`src/rtl/alu_result_uart_tx_if.sv`:
```
// rtl/alu_result_uart_tx_if.sv - trigger/result request and tx/busy/done status bundle
interface alu_result_uart_tx_if;
  logic        trigger;
  logic [15:0] result;
  logic        tx;
  logic        busy;
  logic        done;

  modport master (
    output trigger,
    output result,
    input  tx,
    input  busy,
    input  done
  );

  modport slave (
    input  trigger,
    input  result,
    output tx,
    output busy,
    output done
  );
endinterface

```
`src/rtl/alu_result_uart_tx.sv`:
```
// rtl/alu_result_uart_tx.sv - sends a latched 16-bit ALU result as two back-to-back 8N1 UART frames
module alu_result_uart_tx #(
  parameter int CLK_FREQUENCY = 100000000,
  parameter int BAUD_RATE     = 115200,
  parameter bit MSB_FIRST     = 1'b0
) (
  input logic                 clk,
  input logic                 reset,
  alu_result_uart_tx_if.slave link
);

  localparam int BIT_CYCLES = CLK_FREQUENCY / BAUD_RATE;
  localparam int CW         = (BIT_CYCLES > 1) ? $clog2(BIT_CYCLES) : 1;
  localparam logic [CW-1:0] BIT_LAST = CW'(BIT_CYCLES - 1);

  typedef enum logic [1:0] {
    IDLE,
    START,
    DATA,
    STOP
  } state_t;

  state_t        state;
  logic [CW-1:0] baud_cnt;
  logic [2:0]    bit_cnt;
  logic          byte_idx;
  logic [15:0]   hold;
  logic [7:0]    shift;
  logic          tx_q;
  logic          busy_q;
  logic          done_q;

  logic          bit_end;
  logic [7:0]    first_byte;
  logic [7:0]    second_byte;

  assign bit_end     = (baud_cnt == BIT_LAST);
  // First byte comes straight from the input so the shifter is ready the cycle after trigger.
  assign first_byte  = MSB_FIRST ? link.result[15:8] : link.result[7:0];
  assign second_byte = MSB_FIRST ? hold[7:0] : hold[15:8];

  always_ff @(posedge clk) begin
    if (reset) begin
      state    <= IDLE;
      baud_cnt <= '0;
      bit_cnt  <= '0;
      byte_idx <= 1'b0;
      hold     <= '0;
      shift    <= '0;
      tx_q     <= 1'b1;
      busy_q   <= 1'b0;
      done_q   <= 1'b0;
    end else begin
      done_q <= 1'b0;
      case (state)
        IDLE: begin
          if (link.trigger) begin
            hold     <= link.result;
            shift    <= first_byte;
            byte_idx <= 1'b0;
            baud_cnt <= '0;
            bit_cnt  <= '0;
            tx_q     <= 1'b0;
            busy_q   <= 1'b1;
            state    <= START;
          end
        end
        START: begin
          if (bit_end) begin
            baud_cnt <= '0;
            bit_cnt  <= '0;
            tx_q     <= shift[0];
            shift    <= {1'b0, shift[7:1]};
            state    <= DATA;
          end else begin
            baud_cnt <= baud_cnt + 1'b1;
          end
        end
        DATA: begin
          if (bit_end) begin
            baud_cnt <= '0;
            if (bit_cnt == 3'd7) begin
              tx_q  <= 1'b1;
              state <= STOP;
            end else begin
              bit_cnt <= bit_cnt + 3'd1;
              tx_q    <= shift[0];
              shift   <= {1'b0, shift[7:1]};
            end
          end else begin
            baud_cnt <= baud_cnt + 1'b1;
          end
        end
        STOP: begin
          if (bit_end) begin
            baud_cnt <= '0;
            if (!byte_idx) begin
              // Second frame follows with no idle gap.
              byte_idx <= 1'b1;
              shift    <= second_byte;
              tx_q     <= 1'b0;
              state    <= START;
            end else begin
              busy_q <= 1'b0;
              done_q <= 1'b1;
              state  <= IDLE;
            end
          end else begin
            baud_cnt <= baud_cnt + 1'b1;
          end
        end
        default: begin
          state  <= IDLE;
          tx_q   <= 1'b1;
          busy_q <= 1'b0;
        end
      endcase
    end
  end

  assign link.tx   = tx_q;
  assign link.busy = busy_q;
  assign link.done = done_q;

endmodule

```
`src/flat_wrapper.sv`:
```
// flat-port wrapper written by rule: the top's interface ports become plain ports
module alu_result_uart_tx_flat 
#(
  parameter int CLK_FREQUENCY = 100000000,
  parameter int BAUD_RATE     = 115200,
  parameter bit MSB_FIRST     = 1'b0
)
  (clk, reset, link_trigger, link_result, link_tx, link_busy, link_done);
  alu_result_uart_tx_if link_i ();
  input logic clk;
  input logic reset;
  input wire logic [$bits(link_i.trigger)-1:0] link_trigger;
  input wire logic [$bits(link_i.result)-1:0] link_result;
  output wire logic [$bits(link_i.tx)-1:0] link_tx;
  output wire logic [$bits(link_i.busy)-1:0] link_busy;
  output wire logic [$bits(link_i.done)-1:0] link_done;
  assign link_i.trigger = link_trigger;
  assign link_i.result = link_result;
  assign link_tx = link_i.tx;
  assign link_busy = link_i.busy;
  assign link_done = link_i.done;
  alu_result_uart_tx #(.CLK_FREQUENCY(CLK_FREQUENCY), .BAUD_RATE(BAUD_RATE), .MSB_FIRST(MSB_FIRST)) u_core (.clk(clk), .reset(reset), .link(link_i));
endmodule
```
`config.mk`:
```
export PLATFORM = sky130hd
export DESIGN_NAME = alu_result_uart_tx_flat
export DESIGN_NICKNAME = d
export VERILOG_FILES = /design/src/rtl/alu_result_uart_tx_if.sv /design/src/rtl/alu_result_uart_tx.sv /design/src/flat_wrapper.sv
export SDC_FILE = /design/constraint.sdc
export NUM_CORES = 1
export LEC_CHECK = 0
export CORE_UTILIZATION = 55
export CTS_CLUSTER_DIAMETER = 100
export DETAILED_ROUTE_END_ITERATION = 10
export GPL_TIMING_DRIVEN = 0
export PLACE_DENSITY = 0.78
export SYNTH_ARGS = -nofsm -noshare
export SYNTH_HDL_FRONTEND = slang
export SYNTH_SLANG_ARGS = --single-unit
```
`constraint.sdc`:
```
create_clock -name clk -period 1.9 [get_ports clk]
set_input_delay 0.475 -clock clk [delete_from_list [all_inputs] [get_ports clk]]
set_output_delay 0.475 -clock clk [all_outputs]
set_load 0.02 [all_outputs]
```
==> flow_summary_export.csv <==
group,metric,value,unit
clock_tree,root_buffer,"clkbuf_4",
layout,final_layout_size_suffix_gt1_share,16.3,%
die,die_h,61.2,um
power_and_ir_drop,p_leak,0.000865,uW
global_route,grt.busiest_layer,"met2",
power_and_ir_drop,seqPwrFrac,35.0,%
worst_setup_path,arrival,1.34,ns
logic_synthesis,synth-seq-cells,35,
route,drt-pass1-iter-count,4,
clock_tree,clockBufferDepth,2,
worst_setup_path,start_kind,"flop",
clock_tree,clkTransAtPathRegs,0.11,ns
worst_setup_path,path_cells,"clkdlybuf4s50_1",
logic_synthesis,yosysWarnings,0,
worst_setup_path,crit_type,"flop to primary output",
die,num_io_pins,22,
worst_setup_path,cp_slowest_cell,"clkdlybuf4s50_1",
worst_hold_path,hold_path_class,"flop to flop",
global_route,grt_max_degree,11,
route,drc_errors,0,
power_and_ir_drop,p_sw_share,42.2,%
die,die_area,3750,um^2
outcome,status,"complete, no violations",
logic_synthesis,synth_edf_count,0,
power_and_ir_drop,power_frac_clock,14.9,%
placed_design,hpwl,2980,um
clock_tree,cts_max_level,2,
global_route,grt.total_usage,26.2,%
layout,final_cell_mix,"dfxtp_1 (32), nand2_1 (29), clkdlybuf4s50_1 (21), a21oi_1 (16), nor2_1 (11)",
layout,layout.nets,267,
worst_setup_path,crit_path_max_fanout,3,
global_route,grt_pass1_vias,1607,
route,viasPerCell,5.90,
die,initial_utilization,57.8,%
route,drt_iter0_drc,111,
global_route,grt_util_met2,40.8,%
timing,rsz0062_at_grt,"no",
clock_tree,cts_made_buffers,5,
timing,finalSetupViolCount,0,
logic_synthesis,synthFlopType,"dfxtp_1",
worst_setup_path,crit_buf_inv,1,
logic_synthesis,ys_types,43,
global_route,gr-total-overflow,0,
timing,finalClockSkew,0.0118,ns
worst_setup_path,cp_top_family,"buffers and inverters",
layout,layout_commonest_cell,"dfxtp_1",
clock_tree,cts_tree,"yes",
worst_setup_path,cp_data_required_time,1.42,ns
timing,setup_slack,0.0897,ns
logic_synthesis,ys_seq_area_share,36.3,%
route,vias,1681,
clock_tree,clk_latency,0.33,ns
timing,post-route-period-util,95.3,%
layout,antenna_cells,0,
placed_design,place_congestion,0.826,
placed_design,dp.cells,278,
timing,worst_pin_slew,0.474,ns
route,ant_nets,0,
power_and_ir_drop,power_frac_comb,50.2,%
timing,slew_violations,0,
logic_synthesis,synth.avg_cell_area,9.14,um^2
placed_design,place_ws,-0.292,ns
timing,slew_headroom,68.4,%
global_route,antenna_found_initial,0,
global_route,grt_pass1_wl,7220,um
die,rows,21,
global_route,met3_usage,5.04,%
power_and_ir_drop,powerDensity,1230,nW/um^2
worst_setup_path,crit_path_max_incr_delay,0.63,ns
logic_synthesis,syn-instance-count,211,
route,routedWlPerCell,15.1,um
run,maxCapViolations,0,
logic_synthesis,synthArstFlopShare,0,%
route,routed_wirelength,4300,um
global_route,grt_use_met1,35.5,%
logic_synthesis,synth.cell_area,1930,um^2
worst_setup_path,cp-end-kind,"primary output",
clock_tree,clock-sinks,35,
power_and_ir_drop,vdd_drop_max,0.720,mV
timing,hold_viol,0,
layout,area_growth,18.9,%
power_and_ir_drop,p_switching,1190,uW
layout,layoutNonFillerInstCount,285,
logic_synthesis,syn-num-nets,239,
die,die_w,61.2,um
placed_design,io_buffer_count,21,
timing,fmax,552,MHz
power_and_ir_drop,p_int,1620,uW
layout,n_fill_cell,297,
die,core_area,3340,um^2
timing,fin_crit,1.81,ns
worst register-to-register path: cells and delay by family (launching register included):
| kind | cells | cell delay (ns) |
|---|---|---|
| AO/OA/AOI/OAI | 2 | 0.29 |
| adder cells (fa/ha/maj) | 1 | 0.23 |
| flip-flops | 1 | 0.40 |
| AND/OR/NAND/NOR | 2 | 0.82 |
worst paths after layout:
check	startpoint	endpoint	slack, ns	cells past startpoint
setup / recovery	u_core.link.busy$_SDFFE_PP0P_	link_busy	0.09	1
hold / removal	u_core.hold[14]$_SDFFE_PP0P_	u_core.hold[14]$_SDFFE_PP0P_	0.46	2
hold reg to reg	u_core.hold[14]$_SDFFE_PP0P_	u_core.hold[14]$_SDFFE_PP0P_	0.46	2
setup reg to reg	u_core.baud_cnt[1]$_SDFFE_PP0N_	u_core.bit_cnt[0]$_SDFFE_PP0P_	0.10	5
Yosys cell counts (all sizes together) (2+ instances only):
library cell | instances | area share [%]
and2 | 2 | 0.71
or4 | 2 | 0.78
mux2i | 2 | 1.0
a221oi | 7 | 3.2
a21oi | 16 | 4.2
nand2b | 2 | 0.65
xor2 | 8 | 3.6
o211ai | 4 | 2.3
nand3 | 4 | 1.0
nor2 | 12 | 2.3
nand4 | 8 | 2.6
nor2b | 9 | 2.9
and4 | 3 | 1.5
nor3 | 3 | 0.78
buf | 6 | 3.1
ha | 9 | 5.8
dfxtp | 35 | 36
nand2 | 31 | 6.0
o21ai | 6 | 1.8
o41ai | 8 | 6.4
clkbuf | 7 | 1.4
a31oi | 2 | 1.4
o2111ai | 8 | 3.6
inv | 5 | 0.97
and3 | 2 | 0.65
repair_timing:
action                                  in CTS  in global routing
resized for setup                            3                 11
pin swaps                                    1                  1
endpoints found under the setup margin      12                 16
hold buffers                                 0                  0
buffers inserted                             1                  1
power groups by stage:
stage / combinational, uW / clock [uW] / sequential (uW)
final: 1410 / 418 / 983
after global placement: 1320 / 0 / 986
after floorplan: 998 / 0 / 985
after detailed placement: 1330 / 0 / 990
after global routing: 1560 / 466 / 996
after CTS: 1350 / 427 / 973
layout make-up:
cell class,instances,area [um^2],share of cell area (%)
buffer,11,81.3,3.55
clock buffer,6,51.3,2.24
clock inverter,1,5.00,0.218
inverter,5,18.8,0.818
multi-input combinational,158,1150,50.1
sequential,35,704,30.7
tap,46,57.6,2.51
timing repair buffer,23,225,9.82
per-layer routing:
layer,part of all wire [%],vias up
li1,-,837
met1,47,790
met2,47,47
met3,5.0,7
met4,0.79,0
met5,0,-
through the flow:
stage / hold WS (ns) / instance area, um^2 / utilization, % / power [uW] / TNS, ns
2_1_floorplan: 0.434 / 1930 / - / 1980 / 0
6_report: 0.462 / 2290 / 68.7 / 2810 / 0
3_3_place_gp: 0.444 / 2200 / 65.8 / 2300 / -4.46
3_5_place_dp: 0.447 / 2200 / 65.8 / 2320 / -4.57
5_1_grt: 0.487 / 2290 / 68.7 / 3020 / 0
4_1_cts: 0.462 / 2260 / 67.9 / 2750 / 0
cell families (layout without fill, tap and decap cells):
logic type                 count (synthesis)  after routing  share of synthesized area (%)
AOI/OAI and AO/OA                         56             56                           24.9
adders and majority gates                  9              9                           5.84
xor gates and xnor gates                   9              9                           4.09
buffers and inverters                     18             46                           5.51
muxes                                      2              2                           1.04
DFF                                       35             35                           36.3
and+or+nand+nor                           82             82                           22.3
flip-flops by register name (all words and copies together), names as in the netlist:
signal / count
u_core.baud_cnt: 10
u_core.state: 2
u_core.link.busy: 1
u_core.link.tx: 1
u_core.hold: 8
u_core.link.done: 1
u_core.byte_idx: 1
u_core.bit_cnt: 3
u_core.shift: 8
Note: power is estimated with default switching activity, not from simulation.
